### src/rtl/usb_tx_bridge.sv
// usb_tx_bridge: CPU-to-USB-serial transmit bridge.
// A small byte FIFO written by the CPU drains into a registered valid/ready
// output stage that feeds the USB serial core's host-bound byte stream.
// cpu_status gives the CPU its flow-control and sticky-overflow view.
// Optional feature macro: USB_TX_CRLF_EN (expands LF into CR LF on output).
module usb_tx_bridge #(
  parameter int DEPTH = 16
) (
  input  logic        clk,
  input  logic        rst_n,
  input  logic [7:0]  cpu_wdata,
  input  logic        cpu_we,
  input  logic        cpu_ovf_clr,
  output logic [15:0] cpu_status,
  output logic [7:0]  uart_in_data,
  output logic        uart_in_valid,
  input  logic        uart_in_ready
);

  localparam int AW = $clog2(DEPTH);
  localparam int PW = AW + 1;

  localparam logic [1:0] ST_EMPTY = 2'd0;
  localparam logic [1:0] ST_FULL  = 2'd1;
`ifdef USB_TX_CRLF_EN
  localparam logic [1:0] ST_CR    = 2'd2;
`endif

  logic [7:0]    mem_q [DEPTH];
  logic [PW-1:0] wptr_q, wptr_d;
  logic [PW-1:0] rptr_q, rptr_d;
  logic [1:0]    state_q, state_d;
  logic [7:0]    data_q, data_d;
  logic          ovf_q, ovf_d;

  logic [PW-1:0] level_s;
  logic          full_s;
  logic          empty_s;
  logic [7:0]    head_s;
  logic          pop_s;
  logic          push_s;
  logic [7:0]    load_data_s;
  logic [1:0]    load_state_s;

  assign level_s = wptr_q - rptr_q;
  assign full_s  = (level_s == PW'(DEPTH));
  assign empty_s = (level_s == {PW{1'b0}});
  assign head_s  = mem_q[rptr_q[AW-1:0]];

`ifdef USB_TX_CRLF_EN
  logic lf_pend_q, lf_pend_d;
  logic load_cr_s;

  // An LF leaving the FIFO is first presented as CR; the LF follows from the flag.
  always_comb begin
    load_cr_s    = (head_s == 8'h0A);
    load_data_s  = load_cr_s ? 8'h0D : head_s;
    load_state_s = load_cr_s ? ST_CR : ST_FULL;
  end
`else
  // Without CR insertion the head byte is loaded unmodified.
  always_comb begin
    load_data_s  = head_s;
    load_state_s = ST_FULL;
  end
`endif

  // Output stage: load from the FIFO when empty or when the held byte transfers.
  always_comb begin
    state_d = state_q;
    data_d  = data_q;
    pop_s   = 1'b0;
    case (state_q)
      ST_EMPTY: begin
        if (!empty_s) begin
          pop_s   = 1'b1;
          data_d  = load_data_s;
          state_d = load_state_s;
        end else begin
          state_d = ST_EMPTY;
        end
      end
      ST_FULL: begin
        if (uart_in_ready) begin
          if (!empty_s) begin
            pop_s   = 1'b1;
            data_d  = load_data_s;
            state_d = load_state_s;
          end else begin
            state_d = ST_EMPTY;
          end
        end else begin
          state_d = ST_FULL;
        end
      end
`ifdef USB_TX_CRLF_EN
      ST_CR: begin
        // CR accepted: present the pending LF without touching the FIFO.
        if (uart_in_ready && lf_pend_q) begin
          data_d  = 8'h0A;
          state_d = ST_FULL;
        end else begin
          state_d = ST_CR;
        end
      end
`endif
      default: begin
        state_d = ST_EMPTY;
      end
    endcase
  end

`ifdef USB_TX_CRLF_EN
  // Pending-LF flag: set when a CR is substituted, cleared when it transfers.
  always_comb begin
    lf_pend_d = lf_pend_q;
    if (pop_s && load_cr_s) begin
      lf_pend_d = 1'b1;
    end else if ((state_q == ST_CR) && uart_in_ready) begin
      lf_pend_d = 1'b0;
    end else begin
      lf_pend_d = lf_pend_q;
    end
  end

  // Pending-LF register.
  always_ff @(posedge clk or negedge rst_n) begin
    if (!rst_n) begin
      lf_pend_q <= 1'b0;
    end else begin
      lf_pend_q <= lf_pend_d;
    end
  end
`endif

  // Push admission (a same-cycle pop frees a slot) and sticky overflow, set beating clear.
  always_comb begin
    push_s = cpu_we && (!full_s || pop_s);
    wptr_d = push_s ? (wptr_q + {{AW{1'b0}}, 1'b1}) : wptr_q;
    rptr_d = pop_s  ? (rptr_q + {{AW{1'b0}}, 1'b1}) : rptr_q;
    if (cpu_we && !push_s) begin
      ovf_d = 1'b1;
    end else if (cpu_ovf_clr) begin
      ovf_d = 1'b0;
    end else begin
      ovf_d = ovf_q;
    end
  end

  // FIFO storage; contents are don't-care after reset since pointers restart.
  always_ff @(posedge clk) begin
    if (push_s) begin
      mem_q[wptr_q[AW-1:0]] <= cpu_wdata;
    end
  end

  // Pointer, output stage and overflow registers.
  always_ff @(posedge clk or negedge rst_n) begin
    if (!rst_n) begin
      wptr_q  <= {PW{1'b0}};
      rptr_q  <= {PW{1'b0}};
      state_q <= ST_EMPTY;
      data_q  <= 8'h00;
      ovf_q   <= 1'b0;
    end else begin
      wptr_q  <= wptr_d;
      rptr_q  <= rptr_d;
      state_q <= state_d;
      data_q  <= data_d;
      ovf_q   <= ovf_d;
    end
  end

  assign uart_in_valid = (state_q != ST_EMPTY);
  assign uart_in_data  = data_q;
  assign cpu_status    = {8'(level_s), 4'b0000, uart_in_valid, ovf_q,
                          (empty_s && (state_q == ST_EMPTY)), !full_s};

endmodule

### config.mk
export PLATFORM = sky130hd
export DESIGN_NAME = usb_tx_bridge
export DESIGN_NICKNAME = d
export VERILOG_FILES = /design/src/rtl/usb_tx_bridge.sv
export SDC_FILE = /design/constraint.sdc
export NUM_CORES = 1
export LEC_CHECK = 0
export CELL_PAD_IN_SITES_DETAIL_PLACEMENT = 0
export CELL_PAD_IN_SITES_GLOBAL_PLACEMENT = 1
export CORE_MARGIN = 5
export CORE_UTILIZATION = 45
export DETAILED_ROUTE_END_ITERATION = 7
export PLACE_DENSITY = 0.82
export SLEW_MARGIN = 20
export SYNTH_ARGS = -nofsm -noshare
export SYNTH_HDL_FRONTEND = slang
export SYNTH_SLANG_ARGS = --single-unit
### constraint.sdc
create_clock -name clk -period 3.5 [get_ports clk]
set_clock_uncertainty 0.1 [all_clocks]
set_input_delay 0.7 -clock clk [delete_from_list [all_inputs] [get_ports clk]]
set_output_delay 0.7 -clock clk [all_outputs]
set_load 0.05 [all_outputs]
**Yosys cells after proc, flatten, opt, wreduce, memory -nomap -nowiden**

Memories as Yosys holds them, arrays and structs flattened.
Cells that the tools add are included.

- Memories kept: 1
- Bits in registers: 21
- Input port bits: 13
- Output and inout port bits: 25
- RAM bits: 128

- Reductions and logical operators: 12
- Add/subtract/negate cells: 3
- Equal/unequal tests: 3
- Mux-type cells: 13

Memory list:

| name | depth | bits a word | read ports | clocked after memory_dff | wr ports | RTL line | text |
|---|---|---|---|---|---|---|---|
| mem_q | 16 | 8 | 1 | 0 | 1 | 29 | `logic [7:0] mem_q [DEPTH];` |

Operators with widths:

| cell | number |
|---|---|
| 8-bit 2-to-1 mux | 2 |
| 8-bit one-hot mux with 2 select lines | 1 |
| 5-bit by 1-bit adder with 5-bit output (second input constant) | 2 |
| 1-bit 2-to-1 mux | 7 |
| 2-bit nonzero test | 3 |
| 5-bit == test (second input constant) | 1 |
| 5-bit zero test | 1 |
| 5-bit subtractor | 1 |
| 2-bit one-hot mux with 2 select lines | 1 |
| 1-bit logical AND | 3 |
| 2-bit by 1-bit == test with 1-bit output (second input constant) | 1 |
| 1-bit zero test | 2 |
| 2-bit zero test | 1 |
| 2-bit 2-to-1 mux | 1 |
| 2-bit inequality test (second input constant) | 1 |
| 1-bit one-hot mux with 2 select lines | 1 |
| 2-bit AND reduction | 1 |
| 1-bit logical OR | 1 |

**Depth between registers and ports, before layout**

Gate-level depths: netlist of the first run.

- Depth in word-level cells: 10
- Mapped depth: 11

**Worst setup path before layout of the first run**

Ideal clock, no wire load.

- Kind: reg-to-output
- Start point: reg rptr_q[1]
- End point: out cpu_status[0]
- Stages on the path, launching flop included: 7
- Data required time: 2.700 ns
- Buffers on the path: 1
- Arrival: 3.117 ns
- Path slack: -0.417 ns
- Path through: dfrtp_1 -> clkbuf_1 -> inv_1 -> fa_1 -> nor3b_1 -> and4_1 -> o21ai_0

- Longest elaborated chain between the ends: 3

RTL lines:

| item | RTL line | text |
|---|---|---|
| from (decl) | 31 | `logic [PW-1:0] rptr_q, rptr_d;` |
| from (signal assigned) | 161 | `rptr_q <= {PW{1'b0}};` |
| from (signal assigned) | 167 | `rptr_q <= rptr_d;` |
| 5-bit subtractor | 45 | `assign level_s = wptr_q - rptr_q;` |
| net cpu_status[9] | 14 | `output logic [15:0] cpu_status,` |
| 5-bit == test | 46 | `assign full_s = (level_s == PW'(DEPTH));` |
| 1-bit zero test | 177 | `(empty_s && (state_q == ST_EMPTY)), !full_s};` |
| to (decl) | 14 |  |

The timed path passes the listed nets, and every way through them passes these cells.

**Worst setup path after layout of the first run**

- Start point: reg wptr_q[0]
- End point: out cpu_status[1]

- Longest elaborated chain between the ends: 3

RTL lines:

| item | RTL line | text |
|---|---|---|
| from (decl) | 30 | `logic [PW-1:0] wptr_q, wptr_d;` |
| from (signal assigned) | 160 | `wptr_q <= {PW{1'b0}};` |
| from (signal assigned) | 166 | `wptr_q <= wptr_d;` |
| 5-bit subtractor | 45 |  |
| 5-bit zero test | 47 | `assign empty_s = (level_s == {PW{1'b0}});` |
| 1-bit logical AND | 177 |  |

Every way passes these cells.

==> flow_summary.yaml, run 1 <==
sta:
  timing.fmax_ghz: 0.297
  tightest_slew_ns: 0.918
  worst_slack_ns: 0.138
  period_minus_slack_ns: 3.36
  hold_violations: 0
  slew_headroom_pct: 38.6
  slew_viol_final: 0
  tns_ns: 0
  period_share_pct: 96.1
  final-setup-viol-count: 0
worst_hold_path:
  hold_class: "flip-flop to flip-flop"
layout:
  n_antenna_cell: 0
  areaGrowthSynthToFinish_pct: 20.7
  nets: 400
  stdcell_count: 566
  drive_above_1_share_pct: 25.6
  finish.utilization_pct: 55.2
route:
  routedWlPerCell_um: 21.4
  drc: 0
  vias: 3084
  first_pass_iters: 4
  vias_per_cell: 5.45
  ant_nets: 0
  wirelength_um: 12100
  drtIter0Drc: 283
outcome:
  outcome: "complete, no violations"
worst_setup_path:
  crit_type: "flip-flop to output port"
  cp-start-kind: "flip-flop"
  crit_arrival_ns: 2.56
  worstRegToRegCells: 10
  crit_path_end: "cpu_status[1]"
  rr_endpoint: "mem_q[12][7]"
  cp.required_ns: 2.70
  startpoint: "wptr_q[0]"
  end_kind: "output port"
  critPathMaxFanout: 4
  regToRegSetupSlack_ns: 0.17
  r2r-start: "wptr_q[0]"
synthesis:
  netlist_instances: 330
  synth_area_um2: 6060
  synth_area_leaders: "edfxtp_1, mux4_2, dfrtp_1"
  syn_area_per_cell_um2: 18.4
  yosys_warnings: 0
  synth-seq-cells: 148
  synth_top_area_share_pct: 63.5
  ys_seq_area_share_pct: 71.7
  async_reset_ff_share_pct: 13.5
  synth_cell_types: 38
  synth_edf_count: 128
  yosysTopAreaCell: "edfxtp_1"
  ys.flop_type: "edfxtp_1"
floorplanning:
  die_h_um: 126
  initial_core_util_pct: 45.7
  die_w_um: 126
  die-area_um2: 15900
  rows: 42
  core_um2: 13200
  io_pins: 38
global_route:
  grt_pass1_vias: 3332
  grt-ovfl-total: 0
  grt_max_degree: 36
  grtUsageTotal_pct: 16.3
  antenna_found_initial: 0
  grt_pass1_wl_um: 19100
job:
  max-cap-violations: 0
pwr:
  ir_worst_vdd_uv: 537
  powerDensity_nw_per_um2: 1020
  power_leakage_nw: 2.50
placed_design:
  dp_cells: 534
  port_buffers: 30
  gp_congestion: 0.743
  preCtsSetupSlack_ns: 0.237
  dpl.hpwl_um: 7750
cts:
  clock_sink_count: 148
  clockBufferDepth: 2
  cts_setup_buffers: 0
  cts_root_buf: "clkbuf_16"
  htreeDepth: 4
  numCtsBuffers: 17
  clk_pin_slew_ns: 0.06
  insertion_delay_ns: 0.42
  tritoncts: "built"
[where the power goes]
group	internal (mW)	total (mW)	switching [mW]
sequential	2.20	2.34	0.140
combinational	1.21	2.99	1.78
clock	1.42	2.09	0.669
[synthesized netlist by cell type (2+ instances only)]
library cell  instances
edfxtp_1            128
mux4_2               32
nor2_1               22
dfrtp_1              20
o22ai_1              17
nand2_1              14
inv_1                12
buf_4                 9
ha_1                  9
mux2_2                9
xnor2_1               8
buf_2                 6
nor3_1                6
nand3_1               5
a21oi_1               3
clkbuf_1              3
nand3b_1              3
nand2b_1              2
nand4_1               2
xor2_1                2
[worst min-delay path by stage]
stage                   start   endpoint  slack, ns  cells past startpoint
floorplan               rst_n      ovf_q       0.30                      0
global placement    wptr_q[4]  wptr_q[4]       0.38                      1
detailed placement  wptr_q[4]  wptr_q[4]       0.40                      1
CTS                 wptr_q[4]  wptr_q[4]       0.40                      1
global route        wptr_q[4]  wptr_q[4]       0.43                      1
finish              wptr_q[4]  wptr_q[4]       0.39                      1
[metal layers]
| metal | GRT usage, % | routed length [um] | vias up |
|---|---|---|---|
| met5 | 0 | 0 | - |
| li1 | - | - | 1379 |
| met2 | 26.6 | 6300 | 105 |
| met1 | 21.3 | 5130 | 1592 |
| met3 | 4.91 | 609 | 8 |
| met4 | 4.61 | 74 | 0 |
[cells by family after synthesis]
family	share of synthesized area, %
muxes	13.8
AOI/OAI and AO/OA	2.89
xor gates and xnor gates	1.72
adders and majority gates	2.19
other	0.0619
DFF	71.7
buffers and inverters	2.79
and+or+nand+nor	4.79
[layout make-up]
| class | instances | area (um2) |
|---|---|---|
| inverters | 13 | 48.8 |
| clock buffers | 21 | 450 |
| well taps | 176 | 220 |
| flip-flops and latches | 148 | 4350 |
| multi-input cells | 156 | 1610 |
| fillers | 999 | 5940 |
| repair buffers | 41 | 405 |
| clock inverters | 11 | 231 |
[worst max-delay path, cell delays in order, from the launching register on]
cell and delay [ns]:
dfrtp_1 0.42, inv_2 0.08, ha_1 0.20, inv_1 0.07, fa_2 0.45, nand3b_1 0.24, a211oi_4 0.25, o22ai_4 0.14
nor2_4 0.14, buf_12 0.14
[sequential cells by signal (all words and copies together), names as in the netlist]
signal / count
wptr_q: 5
ovf_q: 1
mem_q: 128
state_q: 1
uart_in_data: 8
rptr_q: 5
[through the flow]
| step | instance area, um2 | hold WS [ns] | power [mW] |
|---|---|---|---|
| after floorplan | 6080 | 0.304 | 4.40 |
| after global placement | 6590 | 0.384 | 5.24 |
| after detailed placement | 6590 | 0.395 | 5.30 |
| after CTS | 7270 | 0.403 | 7.42 |
| after global routing | 7310 | 0.425 | 7.79 |
| final | 7310 | 0.395 | 7.42 |
[layout by cell type (no fill, tap or decap), drive strengths merged, types with 10 or more instances in the layout]
cell	count
buf	17
o22ai	18
mux2	10
nor2	22
nand2	16
inv	13
clkdlybuf4s50	24
dfrtp	20
clkbuf	21
mux4	32
edfxtp	128
[what timing repair did]
action / in CTS / in global routing
setup endpoints to repair: 1 / 1
resized for setup: 1 / 6
pin swaps: 0 / 3
hold buffers: 0 / 0
hold endpoints to repair: 0 / 0
Note: power is estimated with default switching activity, not from simulation.
==> inputs of run 2 (changes only) <==
clock period = 3.2 ns   (was 3.5 ns; I/O delays follow)
==> flow_summary.yaml, run 2 (same netlist as run 1, synthesis figures left out) <==
outcome:
  outcome: "finished with violations"
  violations: "negative setup slack"
sta:
  rsz0062_at_grt: "true"
  worst_slack_ns: -0.0153
  tns_ns: -0.0153
  slew_viol_final: 0
  timing.fmax_ghz: 0.311
  final-setup-viol-count: 1
  period_minus_slack_ns: 3.22
  slew_headroom_pct: 49.2
  hold_violations: 0
  period_share_pct: 100
  tightest_slew_ns: 0.758
layout:
  stdcell_count: 576
  final_common_cell: "edfxtp_1"
  nets: 410
  final_cell_mix: "edfxtp_1, mux4_2, clkdlybuf4s50_1"
  largest_register_ffs: 128
  areaGrowthSynthToFinish_pct: 21.9
  n_antenna_cell: 0
  drive_above_1_share_pct: 32.8
placed_design:
  preCtsSetupSlack_ns: -0.107
  dpl.hpwl_um: 7710
  port_buffers: 30
  gp_congestion: 0.832
  dp_cells: 542
cts:
  clk_pin_slew_ns: 0.06
  cts_root_buf: "clkbuf_16"
  numCtsBuffers: 17
  clockBufferDepth: 2
  htreeDepth: 4
  insertion_delay_ns: 0.42
  cts_hold_buf: 0
  tritoncts: "built"
  clock_sink_count: 148
global_route:
  antenna_found_initial: 0
  grt_pass1_wl_um: 18900
  grtUsageTotal_pct: 16.1
  grt-ovfl-total: 0
  grt_max_degree: 36
  grt_pass1_vias: 3361
worst_setup_path:
  critPathMaxStageDelay_ns: 0.47
  critPathMaxFanout: 4
  cpMostUsedCell: "inv_2"
  worstRegToRegCells: 10
  cp-start-kind: "flip-flop"
  end_kind: "output port"
  regToRegSetupSlack_ns: 0.11
  cp_slowest_cell: "fa_2"
  cp.required_ns: 2.46
  crit_arrival_ns: 2.48
  r2r-start: "wptr_q[0]"
  path_cells: "inv_2 -> ha_4 -> inv_2 -> fa_2 -> nor3b_1 -> and4_1 -> o22ai_2 -> nor2_4 -> buf_12"
  crit_type: "flip-flop to output port"
  rr_endpoint: "mem_q[9][1]"
route:
  first_pass_iters: 4
  wirelength_um: 12100
  drc: 0
  drtIter0Drc: 267
  vias_per_cell: 5.47
  ant_nets: 0
  routedWlPerCell_um: 20.9
  vias: 3148
pwr:
  ir_worst_vdd_uv: 450
  powerDensity_nw_per_um2: 1100
  power_leakage_nw: 2.52
floorplanning:
  die_w_um: 126
  core_um2: 13200
  initial_core_util_pct: 45.7
  die-area_um2: 15900
  rows: 42
  io_pins: 38
  die_h_um: 126
worst_hold_path:
  whs_path_depth: 1
  min_from: "wptr_q[4]"
  worst_hold_path.endpoint: "wptr_q[4]"
  hold_class: "flip-flop to flip-flop"
job:
  max-cap-violations: 0
## run 2: changes by cell type in the layout (fill, tap and decap cells not counted), moves of 4 or more
cell,previous run,this run
nor2_1,21,9
buf_4,14,21
bufinv_16,7,2
nor2_2,0,8
nor2_4,1,5
## run 2: power breakdown
| group | internal (mW) | switching [mW] |
|---|---|---|
| clock network | 1.18 | 0.742 |
| registers | 2.41 | 0.109 |
| logic | 1.60 | 2.06 |
| total | 5.19 | 2.91 |
## run 2: critical path: cells and delay by family (launching register included)
family	cells	cell delay, ns
buffers and inverters	3	0.27
AOI/OAI and AO/OA	1	0.14
DFF	1	0.39
and+or+nand+nor	3	0.65
adders and majority gates	2	0.60
## run 2: per-layer routing
metal / part of all wire [%] / routed length, um / GRT usage (%) / up-vias
met1: 40 / 4830 / 20.7 / 1607
met4: 2.4 / 291 / 6.94 / 0
met2: 51 / 6090 / 26.0 / 113
met3: 6.9 / 829 / 4.32 / 19
met5: 0 / 0 / 0 / -
li1: - / - / - / 1409
## run 2: timing repair
item	in CTS	in global routing
pin swaps	1	5
endpoints found under the setup margin	18	102
buffers inserted	0	2
resized for setup	5	21
gates cloned	0	0
## run 2: how the worst max path moves through the flow
stage | start | end | slack (ns) | cells after the start
3_3_place_gp | wptr_q[0] | mem_q[3][3] | 0.09 | 9
2_1_floorplan | wptr_q[0] | mem_q[7][0] | 0.04 | 10
3_5_place_dp | wptr_q[0] | mem_q[3][3] | -0.11 | 9
4_1_cts | wptr_q[0] | cpu_status[1] | -0.15 | 11
5_1_grt | wptr_q[0] | cpu_status[1] | -0.15 | 9
6_report | wptr_q[0] | cpu_status[1] | -0.02 | 9
## run 2: area by class of cell
type | instances | area, um2
multi-input combinational | 156 | 1670
fill | 1034 | 5860
timing repair buffer | 51 | 509
tap | 176 | 220
clock buffer | 19 | 453
clock inverter | 13 | 134
sequential | 148 | 4350
inverter | 13 | 48.8
## run 2: stage by stage
stage	utilization (%)	total power, mW	area (um2)	hold slack (ns)
global placement	50.5	6.01	6690	0.386
global route	55.8	8.51	7380	0.418
detailed placement	50.5	6.07	6690	0.384
floorplan	-	4.85	6100	0.244
CTS	55.1	8.03	7290	0.394
finish	55.8	8.10	7380	0.389
